[src/rtl/jenkins_oaat_wide.sv]
// Multi-byte Jenkins one-at-a-time hash: up to BYTES rounds per accepted beat,
// one finalise cycle per message, result held until the next message completes.
//
// state | meaning
// ACCUM | accepting beats, folding bytes into h and counting len
// FIN   | one cycle: finalise h into hash, pulse hash_valid, reload seed
module jenkins_oaat_wide #(
    parameter int          BYTES = 4,
    parameter logic [31:0] SEED  = 32'h0000_0000,
    parameter int          CW    = $clog2(BYTES + 1)
) (
    input  logic               CLOCK,
    input  logic               RESET,
    input  logic               in_valid,
    output logic               in_ready,
    input  logic [BYTES*8-1:0] in_data,
    input  logic [CW-1:0]      in_count,
    input  logic               in_last,
    output logic               hash_valid,
    output logic [31:0]        hash,
    output logic [15:0]        hash_length
);

    typedef enum logic {ACCUM, FIN} state_t;

    localparam logic [CW-1:0] FULL = CW'(BYTES);

    state_t      state, state_nxt;
    logic [31:0] h_q, h_mix, g1, g2, fin_h;
    logic [15:0] len_q, len_nxt;
    logic [16:0] len_sum;
    logic [CW-1:0] n_apply;
    logic        accept;

    always_comb begin
        n_apply = (in_count > FULL) ? FULL : in_count;
    end

    // All rounds of one beat form a single combinational chain, byte 0 first.
    always_comb begin
        h_mix = h_q;
        for (int k = 0; k < BYTES; k++) begin
            if (k < int'(n_apply)) begin
                h_mix = h_mix + 32'(in_data[8*k +: 8]);
                h_mix = h_mix + (h_mix << 10);
                h_mix = h_mix ^ (h_mix >> 6);
            end
        end
    end

    always_comb begin
        len_sum = {1'b0, len_q} + 17'(n_apply);
        len_nxt = len_sum[16] ? 16'hFFFF : len_sum[15:0];
    end

    always_comb begin
        g1    = h_q + (h_q << 3);
        g2    = g1 ^ (g1 >> 11);
        fin_h = g2 + (g2 << 15);
    end

    always_ff @(posedge CLOCK) begin
        if (RESET) begin
            state <= ACCUM;
        end else begin
            state <= state_nxt;
        end
    end

    always_comb begin
        state_nxt = state;
        unique case (state)
            ACCUM: if (accept && in_last) state_nxt = FIN;
            FIN:   state_nxt = ACCUM;
            default: state_nxt = ACCUM;
        endcase
    end

    always_comb begin
        in_ready = (state == ACCUM);
        accept   = in_valid && in_ready;
    end

    always_ff @(posedge CLOCK) begin
        if (RESET) begin
            h_q         <= SEED;
            len_q       <= 16'd0;
            hash        <= 32'd0;
            hash_length <= 16'd0;
            hash_valid  <= 1'b0;
        end else begin
            hash_valid <= 1'b0;
            unique case (state)
                ACCUM: begin
                    if (accept) begin
                        h_q   <= h_mix;
                        len_q <= len_nxt;
                    end
                end
                FIN: begin
                    hash        <= fin_h;
                    hash_length <= len_q;
                    hash_valid  <= 1'b1;
                    h_q         <= SEED;
                    len_q       <= 16'd0;
                end
                default: begin
                    h_q   <= SEED;
                    len_q <= 16'd0;
                end
            endcase
        end
    end

endmodule
[config.mk]
export PLATFORM = sky130hd
export DESIGN_NAME = jenkins_oaat_wide
export DESIGN_NICKNAME = d
export VERILOG_FILES = /design/src/rtl/jenkins_oaat_wide.sv
export SDC_FILE = /design/constraint.sdc
export NUM_CORES = 1
export LEC_CHECK = 0
export ABC_AREA = 1
export CELL_PAD_IN_SITES_DETAIL_PLACEMENT = 0
export CELL_PAD_IN_SITES_GLOBAL_PLACEMENT = 1
export CORE_MARGIN = 4
export CORE_UTILIZATION = 44
export DETAILED_ROUTE_END_ITERATION = 16
export GPL_TIMING_DRIVEN = 0
export MAX_ROUTING_LAYER = met4
export PLACE_DENSITY = 0.89
export SKIP_CTS_REPAIR_TIMING = 1
export SYNTH_ARGS = -nofsm -noshare
export SYNTH_HDL_FRONTEND = slang
export SYNTH_SLANG_ARGS = --single-unit
export TNS_END_PERCENT = 30
[constraint.sdc]
create_clock -name CLOCK -period 28.8 [get_ports CLOCK]
set_clock_uncertainty 0.05 [all_clocks]
set_input_delay 5.76 -clock CLOCK [delete_from_list [all_inputs] [get_ports CLOCK]]
set_output_delay 5.76 -clock CLOCK [all_outputs]
set_load 0.01 [all_outputs]
-- Word-level counts from Yosys, hierarchy flattened
Index checks and enable logic that the tools add are counted.
- input port bits: 39
- bits in registers: 98
- $lt $le $gt $ge: 5
- multiplexer cells: 13
- add/subtract/negate cells: 11
- equal/unequal tests: 1
- bitwise logic cells: 6
- reductions and logical operators: 2
- operator list (cell ; count):
    $add 32x32->32 ; 6
    $mux 32 ; 5
    $add 32x8->32 ; 4
    $xor 32x26->32 ; 4
    $pmux 32 s2 ; 1
    $mux 16 ; 2
    $pmux 16 s2 ; 1
    $xor 32x21->32 ; 1
    $add 16x3->17 ; 1
    $lt 1x3->1 const A ; 2
    $lt 2x3->1 const A ; 2
    $gt 3x3->1 const B ; 1
    $mux 3 ; 1
    $logic_and 1x1->1 ; 2
    $mux 1 ; 2
    $ne 2x1->1 const B ; 1
    $pmux 1 s2 ; 1
    $not 1->1 ; 1

-- Depth between registers and ports, before layout
Gate-level depths: netlist of the first run.
- depth after elaboration: 18
- mapped depth: 100
- mapped depth without buffers: 100

-- Worst setup path before layout of the first run
No wires, ideal clock.
- path kind: in2reg
- start point: input port in_data[0]
- end point: register h_q[25]
- data arrival time: 17.216 ns
- setup time: 0.131 ns
- path slack: 11.403 ns
- cell stages on the path: 93
- cells stage by stage: ha_1 -> inv_1 -> fa_1 -> inv_1 -> nand3_1 -> nand2_2 -> nand2_1 -> a21oi_1 -> nand2_1 -> xnor2_1 -> ha_1 -> inv_1 -> fa_1 -> xnor2_1 -> inv_1 -> xor2_1 -> o21ai_0 -> ha_1 -> [... 57 more ...] -> nor2_1 -> o21ai_0 -> nand3_1 -> nand2_1 -> nand2_1 -> inv_1 -> nor2_1 -> nor2_1 -> nor2_1 -> inv_1 -> nand3_1 -> nand2_1 -> nand2_1 -> nand2_1 -> nand2_1 -> nand3_1 -> nand2_1 -> a21oi_2
- word-level cells in the longest chain between the ends: 18
- ends and longest elaborated chain (item ; RTL line ; source):
    start, declared ; 16 ; input logic [BYTES*8-1:0] in_data,
    $add 32x8->32 * ; 44 ; h_mix = h_mix + 32'(in_data[8*k +: 8]);
    $add 32x32->32 * ; 45 ; h_mix = h_mix + (h_mix << 10);
    $xor 32x26->32 * ; 46 ; h_mix = h_mix ^ (h_mix >> 6);
    $mux 32 * ; 43 ; if (k < int'(n_apply)) begin
    $add 32x8->32 ; 44 ;
    $add 32x32->32 ; 45 ;
    $xor 32x26->32 ; 46 ;
    $mux 32 * ; 43 ;
    [... 2 more ...] ; - ;
    $xor 32x26->32 ; 46 ;
    $mux 32 * ; 43 ;
    $add 32x8->32 ; 44 ;
    $add 32x32->32 ; 45 ;
    $xor 32x26->32 ; 46 ;
    $mux 32 * ; 43 ;
    $mux 32 * ; 95 ; if (accept) begin
    $pmux 32 s2 * ; 93 ; unique case (state)
    end signal, assigned ; 96 ; h_q <= h_mix;
    end, declared ; 29 ; logic [31:0] h_q, h_mix, g1, g2, fin_h;
Mark *: on every way between the ends. The rest lies on a longest branch, timed or not. The select of a mux whose other input is x is not followed.
A chain may end at the register's enable or synchronous reset.

-- Worst setup path after layout of the first run
- start point: input port in_data[0]
- end point: register h_q[31]
The elaborated chain is that of the path after synthesis.

==> impl_metrics.tcl, run 1 <==
set metrics [dict create \
    dieHeight_microns 202.5 \
    numCtsBuffers 9 \
    gr-total-overflow 0 \
    finalNetCount 3081 \
    yosysWarningCount 0 \
    timing.final.crit_period_ns 21.02 \
    cts_root_buf "sky130_fd_sc_hd__clkbuf_16" \
    timing.final.hold_violations 0 \
    ys_types 54 \
    placeableCoreArea_sq_um 36960 \
    yosys.area.top_type_share_pct 17.26 \
    clock_sinks 98 \
    worst_setup_path_startpoint "in_data[0]" \
    worst_hold_startpoint "hash[26]" \
    postRouteWirelength_microns 61490 \
    detail_routed_via_count_per_cell 5.329 \
    htreeDepth 3 \
    num_io_pins 89 \
    maxCapViolCount 0 \
    syn_area_sq_um 16640 \
    timing.critical_path.arrival_ns 21.19 \
    post_synthesis_cell_count 2771 \
    drcViolationCount 0 \
    wire_per_inst_microns 18.20 \
    wl_met2_microns 28290 \
    rsz0062_at_grt "false" \
    design_area_sq_um 18440 \
    asyncSetResetFlopFracSynth_pct 0 \
    finalCoreUtilization_pct 49.90 \
    clk_pin_slew_worst_paths_ns 0.06 \
    worstMarginPinSlew_ns 1.086 \
    report.final.slew_viol_count 0 \
    synth_enable_flop_cells 0 \
    yosys.cell_count.top_type "sky130_fd_sc_hd__nand2_1" \
    detailroute.wirelength.met3_microns 3055 \
    timing.critical_path.slowest_cell_delay_ns 0.61 \
    dr.max_layer_used "met4" \
    gpl.final_weighted_congestion 1.012 \
    mappedNetlistNets 2982 \
    row_count 70 \
    die_area_sq_um 40990 \
    global_route_wire_length_before_repair_microns 93890 \
    fraction_of_final_layout_cells_with_drive_strength_greater_than_1_pct 7.513 \
    critical_path_s_most_frequent_cell "sky130_fd_sc_hd__inv_1" \
    report.final.setup_viol 0 \
    fmax_mhz 47.56 \
    critical_path.reg2reg.startpoint "h_q[0]" \
    postSynthRegisterBits 98 \
    antenna_found_initial 0 \
    required_ns 28.96 \
    cts-root-to-sink-buffers 2 \
    worst_skew_late_latency_ns 0.35 \
    route.layer.met1.wl_microns 28490 \
    grt_pass1_vias 16734 \
    antenna_left 0 \
    ys_dominant_reg_cell "sky130_fd_sc_hd__dfxtp_1" \
    largest_area_contributor_in_the_netlist "sky130_fd_sc_hd__nand2_1" \
    drtPass1Iterations 6 \
    outcome "completed" \
    average_size_of_a_mapped_cell_sq_um 6.004 \
    crit_type "primary input to flip-flop" \
    cts_tree "built" \
    grt_max_degree 17 \
    setup-tns-final_ns 0 \
    timing.slew.headroom_pct 27.60 \
    floorplan.initialDensity_pct 45.02 \
    yosysSeqAreaShare_pct 11.79 \
    port_buffers 88 \
    place_area_sq_um 18150 \
    routed-via-count 18006 \
    dpl.hpwl_microns 52760 \
    crit_share_post_route_pct 73.00 \
    hold_class "flip-flop to flip-flop" \
    dieWidth_microns 202.5 \
    timing.critical_path.fanout_max 4 \
    n_antenna_cell 0 \
    area.growth.synth_to_final_pct 10.84 \
    synth_area_leaders "sky130_fd_sc_hd__nand2_1, sky130_fd_sc_hd__ha_1, sky130_fd_sc_hd__dfxtp_1" \
    start_kind "primary input" \
    synth_top_cells_by_count "sky130_fd_sc_hd__nand2_1, sky130_fd_sc_hd__inv_1, sky130_fd_sc_hd__nand3_1" \
    dr.first_iter.drc_count 1415 \
    endpoint_kind "flip-flop" \
    cpMaxStageDelayCell "sky130_fd_sc_hd__o21ai_0" \
    grtUsageTotal_pct 29.54 \
]
[path summary, 6_finish.rpt]
check | endpoint | slack (ns) | cells after the start
setup / recovery | h_q[31] | 7.78 | 89
hold / removal | hash[26] | 0.40 | 2
setup reg to reg | h_q[31] | 12.89 | 88
hold reg to reg | hash[26] | 0.40 | 2
[cells by family after synthesis]
| logic type | after synthesis | share of synthesized area (%) |
|---|---|---|
| simple gates | 1386 | 37.80 |
| compound gates | 446 | 15.18 |
| flops | 98 | 11.79 |
| fa+ha+maj | 172 | 13.43 |
| xor+xnor | 216 | 11.46 |
| buf+inv | 453 | 10.34 |
[worst max-delay path, delay by kind of cell]
kind | cells | cell delay (ns)
adders and majority gates | 12 | 4.39
AOI/OAI and AO/OA | 23 | 4.37
and+or+nand+nor | 32 | 3.31
xor gates and xnor gates | 6 | 1.67
buffers and inverters | 16 | 1.65
[metal layers]
metal,up-vias,GRT usage (%)
met4,0,7.299
met5,-,-
met3,79,2.140
met1,8213,39.41
li1,9213,-
met2,501,49.05
[through the flow]
step / std cells / hold WS, ns / setup slack, ns
CTS: 3379 / 0.4039 / 7.988
floorplan: 2771 / 0.3953 / 11.40
global route: 3379 / 0.4377 / 6.422
global placement: 3363 / 0.3891 / 7.862
detailed placement: 3363 / 0.3927 / 7.688
finish: 3379 / 0.4002 / 7.776
[registers in the layout, summed over array words and instances, names as in the netlist]
name         count
hash_valid       1
h_q             32
hash_length     16
len_q           16
hash            32
state            1
[cell usage in the layout (no fill, tap or decap), types with 28 or more instances in the layout]
master / netlist / layout
sky130_fd_sc_hd__a21oi_1: 185 / 185
sky130_fd_sc_hd__dfxtp_1: 98 / 98
sky130_fd_sc_hd__clkbuf_1: 35 / 36
sky130_fd_sc_hd__o21ai_0: 137 / 137
sky130_fd_sc_hd__inv_2: 32 / 32
sky130_fd_sc_hd__xor2_1: 144 / 144
sky130_fd_sc_hd__nand4_1: 31 / 31
sky130_fd_sc_hd__inv_1: 367 / 367
sky130_fd_sc_hd__o21ai_1: 28 / 28
sky130_fd_sc_hd__xnor2_1: 70 / 70
sky130_fd_sc_hd__nand2_2: 57 / 57
sky130_fd_sc_hd__nor2_1: 175 / 175
sky130_fd_sc_hd__nand3_1: 225 / 225
sky130_fd_sc_hd__ha_1: 161 / 161
sky130_fd_sc_hd__clkdlybuf4s50_1: 0 / 88
sky130_fd_sc_hd__nand2_1: 765 / 765
[final cells by class]
type / instances / area, sq um
clock inverter: 6 / 62.56
tap: 504 / 630.6
clock buffer: 10 / 229.0
sequential: 98 / 1962
fill: 3941 / 18520
multi-input combinational: 2220 / 12960
inverter: 403 / 1515
buffer: 50 / 205.2
timing repair buffer: 88 / 880.8
Power of run 1 is not shown: default switching activity piles up to over one toggle a cycle in this logic, so the estimate is an artifact.
==> inputs of run 2 (changes only) <==
==> constraint.sdc (replaced) <==
create_clock -name CLOCK -period 20.8 [get_ports CLOCK]
set_clock_uncertainty 0.05 [all_clocks]
set_input_delay 4.16 -clock CLOCK [delete_from_list [all_inputs] [get_ports CLOCK]]
set_output_delay 4.16 -clock CLOCK [all_outputs]
set_load 0.01 [all_outputs]
==> results of run 2 <==
The final DEF is identical to that of run 1. Status: completed.
Among the figures that moved: setup slack after placement 7.688 ns -> 1.288 ns; setup slack after layout 7.776 ns -> 1.376 ns; register-to-register setup slack 12.89 ns -> 4.89 ns
Power of run 2 is left out for the same reason.
==> inputs of run 3 (changes only) <==
--- a/config.mk
+++ b/config.mk
@@ -10,10 +10,11 @@
 export CELL_PAD_IN_SITES_GLOBAL_PLACEMENT = 1
 export CORE_MARGIN = 4
 export CORE_UTILIZATION = 44
+export CTS_CLUSTER_SIZE = 28
 export DETAILED_ROUTE_END_ITERATION = 16
 export GPL_TIMING_DRIVEN = 0
 export MAX_ROUTING_LAYER = met4
-export PLACE_DENSITY = 0.89
+export PLACE_DENSITY = 0.81
 export SKIP_CTS_REPAIR_TIMING = 1
 export SYNTH_ARGS = -nofsm -noshare
 export SYNTH_HDL_FRONTEND = slang
==> constraint.sdc (replaced) <==
create_clock -name CLOCK -period 24.9 [get_ports CLOCK]
set_clock_uncertainty 0.05 [all_clocks]
set_input_delay 4.98 -clock CLOCK [delete_from_list [all_inputs] [get_ports CLOCK]]
set_output_delay 4.98 -clock CLOCK [all_outputs]
set_load 0.01 [all_outputs]
==> run 3 against run 2 <==
- flip-flop and latch count unchanged
- core utilization is essentially flat
- highest routed layer unchanged
- largest cell class unchanged
- die area unchanged
- routed wire length grew 1.0%
- worst hold slack better by 0.0052 ns
- critical path depth down 1
==> impl_metrics.tcl, run 3 (synthesis results as in run 1) <==
set metrics [dict create \
    outcome "completed" \
    antenna_found_initial 0 \
    report.final.setup_viol 0 \
    cpMaxStageDelayCell "sky130_fd_sc_hd__o21ai_0" \
    postRouteWirelength_microns 62140 \
    grt_most_used_layer "met2" \
    grt_pass1_vias 16753 \
    dpl.hpwl_microns 53720 \
    timing.final.hold_violations 0 \
    timing.slew.headroom_pct 26.24 \
    antenna_left 0 \
    critical_path_s_most_frequent_cell "sky130_fd_sc_hd__nand2_1" \
    drcViolationCount 0 \
    post-route-worst-setup-slack_ns 4.951 \
    gr-total-overflow 0 \
    wire_per_inst_microns 18.39 \
    n_antenna_cell 0 \
    numCtsBuffers 9 \
    gr-usage-met3_pct 2.012 \
    r2r_end "h_q[25]" \
    met2_grt_util_pct 47.88 \
    n_fill_cell 4000 \
    dr.first_iter.drc_count 1457 \
    start_kind "primary input" \
    fraction_of_final_layout_cells_with_drive_strength_greater_than_1_pct 7.513 \
    layout.cells.most_common "sky130_fd_sc_hd__nand2_1" \
    setup-tns-final_ns 0 \
    critical_path.reg2reg.startpoint "h_q[0]" \
    grt_max_degree 18 \
    endpoint_kind "flip-flop" \
    worst_hold_startpoint "hash[5]" \
    drtPass1Iterations 5 \
    fin_worst_hold_slack_ns 0.4053 \
    largest_registers_in_the_final_layout "h_q x32, hash x32" \
    dieHeight_microns 202.5 \
    dieWidth_microns 202.5 \
    crit_type "primary input to flip-flop" \
    grtUsageTotal_pct 29.67 \
    worstMarginPinSlew_ns 1.095 \
    use_met1_pct 39.64 \
    place_area_sq_um 18150 \
    report.final.slew_viol_count 0 \
    cts_root_buf "sky130_fd_sc_hd__clkbuf_16" \
    rsz0062_at_grt "false" \
    gpl.final_weighted_congestion 1.033 \
    fmax_mhz 50.13 \
    place_ws_ns 4.866 \
    multi_input_comb_area_sq_um 12960 \
    min_delay_worst_endpoint "hash[5]" \
    row_count 70 \
    detail_routed_via_count_per_cell 5.432 \
    timing.critical_path.arrival_ns 20.12 \
    reg2reg_depth 87 \
    design_area_sq_um 18450 \
    worst_skew_late_latency_ns 0.35 \
    maxCapViolCount 0 \
    global_route_wire_length_before_repair_microns 93780 \
    worst_hold_path.num_cells 2 \
    clock_sinks 98 \
    mostFrequentLayoutCells "sky130_fd_sc_hd__nand2_1, sky130_fd_sc_hd__inv_1, sky130_fd_sc_hd__nand3_1" \
    cts_tree "built" \
    placeableCoreArea_sq_um 36960 \
    timing.final.crit_period_ns 19.95 \
    required_ns 25.07 \
    finalNetCount 3081 \
    timing.critical_path.fanout_max 6 \
    register_area_sq_um 1962 \
    rrSetupSlack_ns 9.37 \
    cts-root-to-sink-buffers 2 \
    clk_pin_slew_worst_paths_ns 0.06 \
    area.growth.synth_to_final_pct 10.90 \
    port_buffers 88 \
    die_area_sq_um 40990 \
    crit_share_post_route_pct 80.12 \
    floorplan.initialDensity_pct 45.02 \
    hold_class "flip-flop to flip-flop" \
    routed-via-count 18356 \
    timing.critical_path.slowest_cell_delay_ns 0.59 \
    num_io_pins 89 \
    htreeDepth 3 \
]
-- run 3: worst max-delay path, delay by kind of cell --
family,cells,cell delay [ns]
AO/OA/AOI/OAI,22,4.18
XOR/XNOR,7,2.03
adder cells (fa/ha/maj),11,3.83
buffers and inverters,12,1.35
AND/OR/NAND/NOR,36,3.78
-- run 3: cell type report --
cell class | count | area share, %
tap | 504 | 3.418
inverter | 403 | 8.212
multi-input combinational | 2220 | 70.22
clock inverter | 6 | 0.3933
timing repair buffer | 88 | 4.774
buffer | 50 | 1.112
sequential | 98 | 10.63
clock buffer | 10 | 1.241
-- run 3: stage by stage --
stage,std cells,util (%)
after floorplan,2771,-
after global placement,3363,49.11
after detailed placement,3363,49.11
after CTS,3379,49.92
after global routing,3379,49.92
final,3379,49.92
-- run 3: worst max-delay path by stage --
stage,slack (ns),startpoint,to
CTS,5.16,in_data[0],h_q[25]
finish,4.95,in_data[0],h_q[25]
global route,3.81,in_data[0],h_q[25]
global placement,4.91,in_data[0],h_q[25]
detailed placement,4.87,in_data[0],h_q[25]
floorplan,8.28,in_data[0],h_q[25]
-- run 3: per-layer routing --
layer	routed length, microns	vias up
met1	28250	8404
met3	3634	118
met2	27800	611
met5	0	-
li1	-	9223
met4	2450	0
Power of run 3 is left out for the same reason.
